<file path="src/rtl/exec_pkg.sv">
// Shared EXEC-stage definitions: complex-ALU opcodes, flag layout and FSM states.
package exec_pkg;

    // Complex-issue opcodes
    localparam logic [5:0] MULT_L  = 6'h18;
    localparam logic [5:0] MULT_H  = 6'h19;
    localparam logic [5:0] MULTU_L = 6'h1A;
    localparam logic [5:0] MULTU_H = 6'h1B;
    localparam logic [5:0] DIV_L   = 6'h1C;
    localparam logic [5:0] DIV_H   = 6'h1D;
    localparam logic [5:0] DIVU_L  = 6'h1E;
    localparam logic [5:0] DIVU_H  = 6'h1F;
    localparam logic [5:0] SYSCALL = 6'h0C;

    // Bit positions inside flags {rsvd, wr_en, lo_sel, executed, exception, mispredict}
    localparam int unsigned FLAG_RSVD       = 5;
    localparam int unsigned FLAG_WR_EN      = 4;
    localparam int unsigned FLAG_LO_SEL     = 3;
    localparam int unsigned FLAG_EXECUTED   = 2;
    localparam int unsigned FLAG_EXCEPTION  = 1;
    localparam int unsigned FLAG_MISPREDICT = 0;

    // Per-op flag words
    localparam logic [5:0] FLAGS_LO  = 6'b011100;
    localparam logic [5:0] FLAGS_HI  = 6'b010100;
    localparam logic [5:0] FLAGS_SYS = 6'b000110;

    typedef enum logic [1:0] {
        StIdle,
        StBusy,
        StFix,
        StDone
    } state_e;

    typedef struct packed {
        logic known;
        logic sys;
        logic div;
        logic sgn;
        logic hi;
    } op_dec_t;

    // Split an opcode into the control bits the iterative unit needs
    function automatic op_dec_t decode_op(input logic [5:0] opc);
        op_dec_t d;
        d       = '0;
        d.known = 1'b1;
        case (opc)
            MULT_L:  d.sgn = 1'b1;
            MULT_H:  begin d.sgn = 1'b1; d.hi = 1'b1; end
            MULTU_L: d.hi = 1'b0;
            MULTU_H: d.hi = 1'b1;
            DIV_L:   begin d.div = 1'b1; d.sgn = 1'b1; end
            DIV_H:   begin d.div = 1'b1; d.sgn = 1'b1; d.hi = 1'b1; end
            DIVU_L:  d.div = 1'b1;
            DIVU_H:  begin d.div = 1'b1; d.hi = 1'b1; end
            SYSCALL: d.sys = 1'b1;
            default: d.known = 1'b0;
        endcase
        return d;
    endfunction

endpackage

</file>
<file path="src/rtl/iter_muldiv_step.sv">
// One radix-2 iteration: shift/add multiply step or restoring-divide step.
// Multiply: {acc_hi, acc_lo} holds {partial product, remaining multiplier}, shifts right.
// Divide:   {acc_hi, acc_lo} holds {partial remainder, dividend/quotient}, shifts left.
module iter_muldiv_step #(
    parameter int unsigned DATA_W = 32
) (
    input  logic              is_div_i,
    input  logic [DATA_W-1:0] acc_hi_i,
    input  logic [DATA_W-1:0] acc_lo_i,
    input  logic [DATA_W-1:0] operand_i,
    output logic [DATA_W-1:0] acc_hi_o,
    output logic [DATA_W-1:0] acc_lo_o
);

    logic [DATA_W:0]   mul_sum;
    logic [DATA_W:0]   div_shift;
    logic              div_ge;
    logic [DATA_W-1:0] div_diff;

    // Both step flavours computed in parallel, selected by operation type
    always_comb begin
        mul_sum   = {1'b0, acc_hi_i} + (acc_lo_i[0] ? {1'b0, operand_i} : '0);
        div_shift = {acc_hi_i, acc_lo_i[DATA_W-1]};
        div_ge    = div_shift >= {1'b0, operand_i};
        // Only used when div_ge, where the true difference always fits DATA_W bits
        div_diff  = div_shift[DATA_W-1:0] - operand_i;
        if (is_div_i) begin
            acc_hi_o = div_ge ? div_diff : div_shift[DATA_W-1:0];
            acc_lo_o = {acc_lo_i[DATA_W-2:0], div_ge};
        end else begin
            acc_hi_o = mul_sum[DATA_W:1];
            acc_lo_o = {mul_sum[0], acc_lo_i[DATA_W-1:1]};
        end
    end

endmodule

</file>
<file path="src/rtl/complex_alu_iter.sv">
// Multi-cycle complex ALU: signed/unsigned multiply, divide and remainder via a
// radix-2 iterative datapath, single-cycle SYSCALL, valid/ready in, pulse out, flush.
module complex_alu_iter
    import exec_pkg::*;
#(
    parameter int unsigned DATA_W = 32,
    parameter int unsigned TAG_W  = 7,
    parameter int unsigned OPC_W  = 6
) (
    input  logic              clk,
    input  logic              reset_n,
    input  logic              flush_i,
    input  logic              valid_i,
    output logic              ready_o,
    input  logic [OPC_W-1:0]  opcode_i,
    input  logic [DATA_W-1:0] data1_i,
    input  logic [DATA_W-1:0] data2_i,
    input  logic [TAG_W-1:0]  tag_i,
    output logic              valid_o,
    output logic [DATA_W-1:0] result_o,
    output logic [5:0]        flags_o,
    output logic [TAG_W-1:0]  tag_o
);

    localparam int unsigned CntW = $clog2(DATA_W);

    state_e              state_q, state_d;
    logic [OPC_W-1:0]    opcode_q;
    logic [TAG_W-1:0]    op_tag_q;
    logic [DATA_W-1:0]   op_a_q, op_b_q;
    logic                sign_p_q, sign_r_q;
    logic [DATA_W-1:0]   acc_hi_q, acc_lo_q;
    logic [DATA_W-1:0]   acc_hi_d, acc_lo_d;
    logic [CntW-1:0]     cnt_q;
    logic [DATA_W-1:0]   fix_q, fix_d;
    logic                valid_q;
    logic [DATA_W-1:0]   result_q;
    logic [5:0]          flags_q;
    logic [TAG_W-1:0]    tag_out_q;

    logic [5:0]          in_opc, cur_opc;
    logic                in_known, in_sys, in_div, in_sgn;
    logic                cur_known, cur_sys, cur_div, cur_hi;
    logic                a_neg, b_neg;
    logic [DATA_W-1:0]   a_abs, b_abs;
    logic                accept, last_step;
    logic                load_en, step_en, fix_en, emit;

    assign in_opc    = 6'(opcode_i);
    assign cur_opc   = 6'(opcode_q);
    assign in_known  = decode_op(in_opc).known;
    assign in_sys    = decode_op(in_opc).sys;
    assign in_div    = decode_op(in_opc).div;
    assign in_sgn    = decode_op(in_opc).sgn;
    assign cur_known = decode_op(cur_opc).known;
    assign cur_sys   = decode_op(cur_opc).sys;
    assign cur_div   = decode_op(cur_opc).div;
    assign cur_hi    = decode_op(cur_opc).hi;

    // Flush wins over an offer in the same cycle
    assign accept    = valid_i & ready_o & ~flush_i;
    assign last_step = cnt_q == CntW'(DATA_W - 1);

    // Operand magnitudes for signed ops; MIN stays MIN, which reads correctly as unsigned
    always_comb begin
        a_neg = in_sgn & data1_i[DATA_W-1];
        b_neg = in_sgn & data2_i[DATA_W-1];
        a_abs = a_neg ? -data1_i : data1_i;
        b_abs = b_neg ? -data2_i : data2_i;
    end

    // FSM state register
    always_ff @(posedge clk or negedge reset_n) begin
        if (!reset_n) begin
            state_q <= StIdle;
        end else begin
            state_q <= state_d;
        end
    end

    // FSM next-state logic
    always_comb begin
        state_d = state_q;
        case (state_q)
            StIdle: if (accept) state_d = (in_known && !in_sys) ? StBusy : StDone;
            StBusy: if (last_step) state_d = StFix;
            StFix:  state_d = StDone;
            StDone: state_d = StIdle;
            default: state_d = StIdle;
        endcase
        if (flush_i && state_q != StIdle) begin
            state_d = StIdle;
        end
    end

    // FSM outputs and datapath enables
    always_comb begin
        ready_o = state_q == StIdle;
        load_en = accept;
        step_en = state_q == StBusy;
        fix_en  = state_q == StFix;
        emit    = (state_q == StDone) && !flush_i;
    end

    iter_muldiv_step #(
        .DATA_W(DATA_W)
    ) u_step (
        .is_div_i (cur_div),
        .acc_hi_i (acc_hi_q),
        .acc_lo_i (acc_lo_q),
        .operand_i(cur_div ? op_b_q : op_a_q),
        .acc_hi_o (acc_hi_d),
        .acc_lo_o (acc_lo_d)
    );

    // Sign correction and word select on the finished accumulator
    always_comb begin
        logic [2*DATA_W-1:0] prod;
        logic [DATA_W-1:0]   quo, rem;
        prod = {acc_hi_q, acc_lo_q};
        prod = sign_p_q ? -prod : prod;
        quo  = sign_p_q ? -acc_lo_q : acc_lo_q;
        rem  = sign_r_q ? -acc_hi_q : acc_hi_q;
        // Divide by zero: all-ones quotient, remainder is the original dividend
        if (op_b_q == '0) begin
            quo = '1;
            rem = sign_r_q ? -op_a_q : op_a_q;
        end
        if (cur_div) begin
            fix_d = cur_hi ? rem : quo;
        end else begin
            fix_d = cur_hi ? prod[2*DATA_W-1:DATA_W] : prod[DATA_W-1:0];
        end
    end

    // Operand capture, iteration and fix-up registers
    always_ff @(posedge clk or negedge reset_n) begin
        if (!reset_n) begin
            opcode_q <= '0;
            op_tag_q <= '0;
            op_a_q   <= '0;
            op_b_q   <= '0;
            sign_p_q <= 1'b0;
            sign_r_q <= 1'b0;
            acc_hi_q <= '0;
            acc_lo_q <= '0;
            cnt_q    <= '0;
            fix_q    <= '0;
        end else if (load_en) begin
            opcode_q <= opcode_i;
            op_tag_q <= tag_i;
            op_a_q   <= a_abs;
            op_b_q   <= b_abs;
            sign_p_q <= a_neg ^ b_neg;
            sign_r_q <= a_neg;
            acc_hi_q <= '0;
            acc_lo_q <= in_div ? a_abs : b_abs;
            cnt_q    <= '0;
        end else if (step_en) begin
            acc_hi_q <= acc_hi_d;
            acc_lo_q <= acc_lo_d;
            cnt_q    <= cnt_q + 1'b1;
        end else if (fix_en) begin
            fix_q    <= fix_d;
        end
    end

    // Output registers: one-cycle valid pulse, payload held between pulses
    always_ff @(posedge clk or negedge reset_n) begin
        if (!reset_n) begin
            valid_q   <= 1'b0;
            result_q  <= '0;
            flags_q   <= '0;
            tag_out_q <= '0;
        end else begin
            valid_q <= emit;
            if (emit) begin
                result_q  <= (cur_known && !cur_sys) ? fix_q : '0;
                flags_q   <= !cur_known ? 6'b000000 :
                             cur_sys    ? FLAGS_SYS :
                             cur_hi     ? FLAGS_HI  : FLAGS_LO;
                tag_out_q <= op_tag_q;
            end
        end
    end

    assign valid_o  = valid_q;
    assign result_o = result_q;
    assign flags_o  = flags_q;
    assign tag_o    = tag_out_q;

endmodule

</file>
<file path="config.mk">
export PLATFORM = sky130hd
export DESIGN_NAME = complex_alu_iter
export DESIGN_NICKNAME = d
export VERILOG_FILES = /design/src/rtl/exec_pkg.sv /design/src/rtl/iter_muldiv_step.sv /design/src/rtl/complex_alu_iter.sv
export SDC_FILE = /design/constraint.sdc
export NUM_CORES = 1
export LEC_CHECK = 0
export CAP_MARGIN = 30
export CORE_MARGIN = 2
export CORE_UTILIZATION = 40
export DETAILED_ROUTE_END_ITERATION = 10
export GPL_TIMING_DRIVEN = 0
export MAX_ROUTING_LAYER = met4
export PLACE_DENSITY = 0.6
export SLEW_MARGIN = 20
export SYNTH_ARGS = -nofsm -noshare
export SYNTH_HDL_FRONTEND = slang
export SYNTH_SLANG_ARGS = --single-unit
</file>
<file path="constraint.sdc">
create_clock -name clk -period 9.1 [get_ports clk]
set_input_delay 2.275 -clock clk [delete_from_list [all_inputs] [get_ports clk]]
set_output_delay 2.275 -clock clk [all_outputs]
set_load 0.01 [all_outputs]
</file>
### After elaboration in Yosys (flattened, before gate mapping)

Cells that the tools add are included.

| storage, ports and cells | value |
|---|---|
| word-level logic and storage cells | 116 |
| bits in registers | 228 |
| output and inout port bits | 47 |
| input bits | 81 |

| cells by class | value |
|---|---|
| reduce and logical (&&, ||, !) cells | 19 |
| add/subtract/negate cells | 9 |
| $lt $le $gt $ge | 1 |
| muxes and demuxes | 40 |
| bitwise logic cells | 8 |
| equal/unequal tests | 24 |

Operators with widths:

| operator | number |
|---|---|
| 32-bit two-way mux | 21 |
| 32-bit negation | 5 |
| 6-bit by 5-bit == test with 1-bit output (second input constant) | 16 |
| 64-bit two-way mux | 1 |
| 64-bit negation | 1 |
| 32-bit by 33-bit adder with 33-bit output | 1 |
| 33-bit by 32-bit >= comparator with 1-bit output | 1 |
| 32-bit logical NOT | 1 |
| 32-bit subtractor | 1 |
| 5-bit two-way mux | 4 |
| 9-bit OR reduction | 2 |
| 4-bit OR reduction | 4 |
| 6-bit by 4-bit == test with 1-bit output (second input constant) | 2 |
| 1-bit two-way mux | 8 |
| 2-bit two-way mux | 4 |
| 2-bit case mux with 4 select lines | 1 |
| 5-bit by 1-bit adder with 5-bit output (second input constant) | 1 |
| 5-bit == test (second input constant) | 1 |
| 1-bit bitwise AND | 4 |
| 2-bit == test (second input constant) | 2 |
| 1-bit logical AND | 4 |
| 4-bit two-way mux | 1 |
| 2-bit nonzero test | 2 |
| 1-bit logical NOT | 3 |
| other kinds (8) | 10 |

### Logic depth before layout (Yosys ltp)

| depth | value |
|---|---|
| word-level depth | 9 |
| gate-level depth with buffers | 20 |
| depth with buffers taken out | 17 |

### Cells and area by module

A second synthesis with hierarchy kept.

| second synthesis, totals | value |
|---|---|
| cells, all modules | 2320 |
| area total of the unflattened synthesis | 18816.8 um^2 |

Modules (own cells, without submodules):

| module | times used | cells each | area an instance (um^2) |
|---|---|---|---|
| complex_alu_iter | 1 | 1649 | 14118.5 |
| iter_muldiv_step | 1 | 671 | 4698.3 |

### Worst setup path after synthesis

Ideal clock, no wire load.

| timing path | value |
|---|---|
| path type | input -> register |
| from | in data1_i[8] |
| to | reg acc_lo_q[29] |
| buffers on the path | 0 |
| stages | 9 |
| arrival | 4577 ps |
| path slack | 4441 ps |
| cells stage by stage | or4_1 -> nor4bb_1 -> nand2b_1 -> nor2_1 -> nand3b_1 -> o41ai_1 -> xor2_1 -> mux2_2 -> o21ai_0 |

| on the way | value |
|---|---|
| longest elaborated chain between the ends | 4 |

Ends and longest elaborated chain:

| item | line | text |
|---|---|---|
| from (decl) | complex_alu_iter.sv:16 | `input logic [DATA_W-1:0] data1_i,` |
| 32-bit negation | complex_alu_iter.sv:68 | `a_abs = a_neg ? -data1_i : data1_i;` |
| 32-bit two-way mux | complex_alu_iter.sv:68 |  |
| 32-bit two-way mux | complex_alu_iter.sv:157 | `acc_lo_q <= in_div ? a_abs : b_abs;` |
| 32-bit two-way mux | complex_alu_iter.sv:149 | `end else if (load_en) begin` |
| to (signal assigned) | complex_alu_iter.sv:157 |  |
| to (signal assigned) | complex_alu_iter.sv:161 | `acc_lo_q <= acc_lo_d;` |
| to (decl) | complex_alu_iter.sv:32 | `logic [DATA_W-1:0] acc_hi_q, acc_lo_q;` |

No other way between the ends.
A chain may end at the register's enable or synchronous reset.

### Final worst setup path

| timing path | value |
|---|---|
| from | reg opcode_q[5], in the netlist cur_opc[5] |
| to | reg acc_hi_q[17] |

| on the way | value |
|---|---|
| longest elaborated chain between the ends | 9 |
| elaborated cells on any way between the ends | 15 |

Ends and longest elaborated chain:

| item | line | text |
|---|---|---|
| from (decl) | complex_alu_iter.sv:28 | `logic [OPC_W-1:0] opcode_q;` |
| from (signal assigned) | complex_alu_iter.sv:150 | `opcode_q <= opcode_i;` |
| 6-bit by 5-bit == test with 1-bit output | -- |  |
| 4-bit OR reduction (no source line) (*) | -- |  |
| 1-bit two-way mux (*) | exec_pkg.sv:48 | `case (opc)` |
| 32-bit two-way mux | complex_alu_iter.sv:111 | `.operand_i(cur_div ? op_b_q : op_a_q),` |
| 32-bit two-way mux (tied with other cells) | iter_muldiv_step.sv:22 | `mul_sum = {1'b0, acc_hi_i} + (acc_lo_i[0] ? {1'b0, operand_i} : '0);` |
| 32-bit by 33-bit adder with 33-bit output / 32-bit two-way mux (equally long branches) | iter_muldiv_step.sv:22, iter_muldiv_step.sv:28 |  |
| 32-bit two-way mux (*) | iter_muldiv_step.sv:27 | `if (is_div_i) begin` |
| 32-bit two-way mux (*) | complex_alu_iter.sv:159 | `end else if (step_en) begin` |
| 32-bit two-way mux (*) | complex_alu_iter.sv:149 |  |
| to (signal assigned) | complex_alu_iter.sv:160 | `acc_hi_q <= acc_hi_d;` |
| to (decl) | complex_alu_iter.sv:32 |  |

Every way passes the cells marked *; elsewhere a longest branch is shown, timed or not. The select of a mux whose other input is x is not followed.

==> flow_summary_export.csv <==
group,metric,value,unit
critical_path,reg2reg_slack,2.20,ns
synthesis,synth_warnings,0,
synthesis,synth_top_flop_cell,"dfrtp_1",
detailed_routing,drc,0,
sta,final-setup-viol-count,0,
synthesis,avgSynthCellArea,7.83,µm²
synthesis,async_reset_ff_frac,1.00,
cts,clk_latency,0.58,ns
cts,post_cts_buffers,0,
final_layout,fin_util,0.473,
sta,slew_headroom,0.314,
global_route,grt_pass1_vias,18400,
placement,routabilityCongestion,1.03,
critical_path,worstPathArrival,7.35,ns
critical_path,crit_fanout,10,
synthesis,ys_seq_area_frac,0.308,
sta,maxSlewViolCount,0,
detailed_routing,wirelength,79500,µm
critical_path,cp.required,9.55,ns
cts,cts_tree,"built",
cts,cts_resized,0,
pwr,netSwitchingFraction,0.514,
final_layout,drive_gt1_frac,0.0368,
critical_path,crit_chain,"nor2b_1 > and3_1 > clkbuf_1 > clkbuf_1 > clkbuf_1 > mux2i_1 > ha_1 > clkbuf_1 > and3_1 > and3_1 > nor4_1 > a2111oi_0 > buf_1 > nor2_1 > clkbuf_1 > o21ai_0 > a22o_1",
cts,cts_sinks,226,
pwr,leakagePower,8.77,nW
sta,finalSetupTns,0,ns
final_layout,final_common_cell,"nand2_1",
critical_path,crit_type,"flip-flop to flip-flop",
final_layout,most-common-layout-cells,"nand2_1, o21ai_0, dfrtp_1, nor2_1, a21oi_1",
synthesis,ys_ff_latch,226,
synthesis,synth_area,18400,µm²
global_route,antenna_found_initial,2,
pwr,clock_power_share,0.148,
critical_path,cp_num_buf_inv,6,
run_status,status,"completed",
cts,htreeDepth,1,
detailed_routing,routedWlPerCell,25.4,µm
sta,tightest_slew,1.02,ns
pwr,p_int,3.92,mW
detailed_routing,drtAntennaViolNets,0,
final_layout,finalNetCount,2667,
cts,cts.clk_slew.worst_paths,0.06,ns
global_route,grt_max_degree,100,
critical_path,slowest_delay,0.75,ns
detailed_routing,drt_iter0_drc,2150,
critical_path,startpoint_type,"flip-flop",
job,cap_viol_max_count,0,
critical_path,crit_top_cell,"clkbuf_1",
critical_path,critical_path.top_delay_family,"buffers and inverters",
sta,fin_crit,6.90,ns
sta,holdWs,0.466,ns
placement,dpl.hpwl,63500,µm
floorplanning,die-width,218,µm
detailed_routing,vias,19100,
critical_path,slowest_stage,"nor4_1",
pwr,p_sw,4.15,mW
worst_hold_path,hold_class,"flip-flop to flip-flop",
cts,postCtsHoldBufs,0,
placement,numPortBuffers,125,
global_route,grt_pass1_wl,117000,µm
floorplanning,fp.dieArea,47700,µm²
synthesis,synth-edff-count,0,
floorplanning,rows,78,
final_layout,diodes,0,
global_route,track_usage,0.339,
detailed_routing,vias_per_cell,6.11,
pwr,comb_power_share,0.597,
sta,max_freq,145,MHz
pwr,p_seq_frac,0.255,
critical_path,cp-end-kind,"flip-flop",
cts,cts_max_path_buffers,3,
detailed_routing,first_pass_iters,8,
floorplanning,boundaryPins,128,
cts,cts_buffers,27,
final_layout,syn2layout_area_growth,16.8,%
synthesis,synth_cells,2347,
floorplanning,die_h,218,µm
synthesis,synth_cell_types,80,
floorplanning,coreArea,45400,µm²
global_route,grt.overflow.total,0,
floorplanning,initial_utilization,0.405,
sta,fin_crit_sh,0.758,
sta,skew,0.0197,ns
pwr,powerDensity,376,nW/µm²
sta,rsz0062_at_grt,"no",
sta,timing_hold_violations_final,0,
pwr,ir_worst_vdd,0.180,mV
cts,cts_root_buffer,"clkbuf_16",
[worst min-delay path, stage by stage (launching register included)]
cell     delay (ns)
dfrtp_1        0.34
nand2_1        0.05
nand2_1        0.05
[power by group through the flow]
| stage | logic, mW | clock network (mW) | registers (mW) |
|---|---|---|---|
| after floorplan | 3.15 | 0 | 1.83 |
| final | 4.81 | 1.19 | 2.06 |
| after CTS | 4.68 | 1.20 | 2.03 |
| after global placement | 4.61 | 0 | 2.03 |
| after global routing | 5.20 | 1.24 | 2.10 |
| after detailed placement | 4.65 | 0 | 2.05 |
[cell type report]
class | instances | area, µm²
buffer | 153 | 603
clock buffer | 34 | 752
tap | 600 | 751
sequential | 226 | 5660
clock inverter | 16 | 219
timing repair buffer | 132 | 1360
inverter | 51 | 191
multi-input combinational | 1918 | 11900
fill | 4583 | 23900
[synthesized netlist by cell type, types with 31 or more instances]
master / count / share of area
nor2_1: 160 / 0.033
ha_1: 75 / 0.051
mux2i_1: 70 / 0.038
nand3_1: 54 / 0.015
a21oi_1: 142 / 0.039
a21o_1: 37 / 0.015
or3_1: 34 / 0.012
nand2_1: 405 / 0.083
o31ai_1: 40 / 0.016
nor3_1: 31 / 0.0084
o21ai_0: 263 / 0.072
inv_1: 50 / 0.010
clkbuf_1: 127 / 0.026
xor2_1: 115 / 0.055
dfrtp_1: 226 / 0.31
xnor2_1: 106 / 0.051
[cells by family (layout without fill, tap and decap cells)]
group | after synthesis | count (layout) | share of synthesized area
AOI/OAI and AO/OA | 715 | 715 | 0.244
xor gates and xnor gates | 221 | 221 | 0.105
adders and majority gates | 77 | 77 | 0.0532
buffers and inverters | 204 | 386 | 0.0432
DFF | 226 | 226 | 0.308
muxes | 79 | 79 | 0.0442
other | 1 | 2 | 0.000204
and+or+nand+nor | 824 | 824 | 0.202
[flip-flops by register name (all words and copies together), names as in the netlist]
name and count:
state_q 2, result_o 32, fix_q 32, op_a_q 32
op_tag_q 7, acc_lo_q 32, cnt_q 5, sign_p_q 1
valid_o 1, op_b_q 32, flags_o 4, sign_r_q 1
acc_hi_q 32, cur_opc 6, tag_o 7
[metal layers]
layer	vias to the layer above	track usage	wire, µm
met1	9353	0.450	34000
met4	0	0.158	4130
met3	161	0.0408	6090
met2	847	0.515	35200
li1	8755	-	-
met5	-	-	0
[worst paths after layout]
path                              from           end  cells after the start
max reg2reg                 cur_opc[5]  acc_hi_q[17]                     17
min in group asynchronous      reset_n    state_q[1]                      1
max in group asynchronous      reset_n     op_a_q[3]                      3
max                         cur_opc[5]  acc_hi_q[17]                     17
min                        op_tag_q[5]      tag_o[5]                      2
min reg2reg                op_tag_q[5]      tag_o[5]                      2
[metrics by stage]
| stage | worst slack [ns] | cell area (µm²) | power (mW) | instances |
|---|---|---|---|---|
| floorplan | 4.44 | 18400 | 4.98 | 2348 |
| global placement | -4.16 | 20400 | 6.64 | 3073 |
| detailed placement | 2.52 | 20500 | 6.70 | 3078 |
| CTS | 2.44 | 21400 | 7.92 | 3128 |
| global route | 1.92 | 21500 | 8.55 | 3130 |
| finish | 2.20 | 21500 | 8.06 | 3130 |
Power figures use the tool's default switching activity.
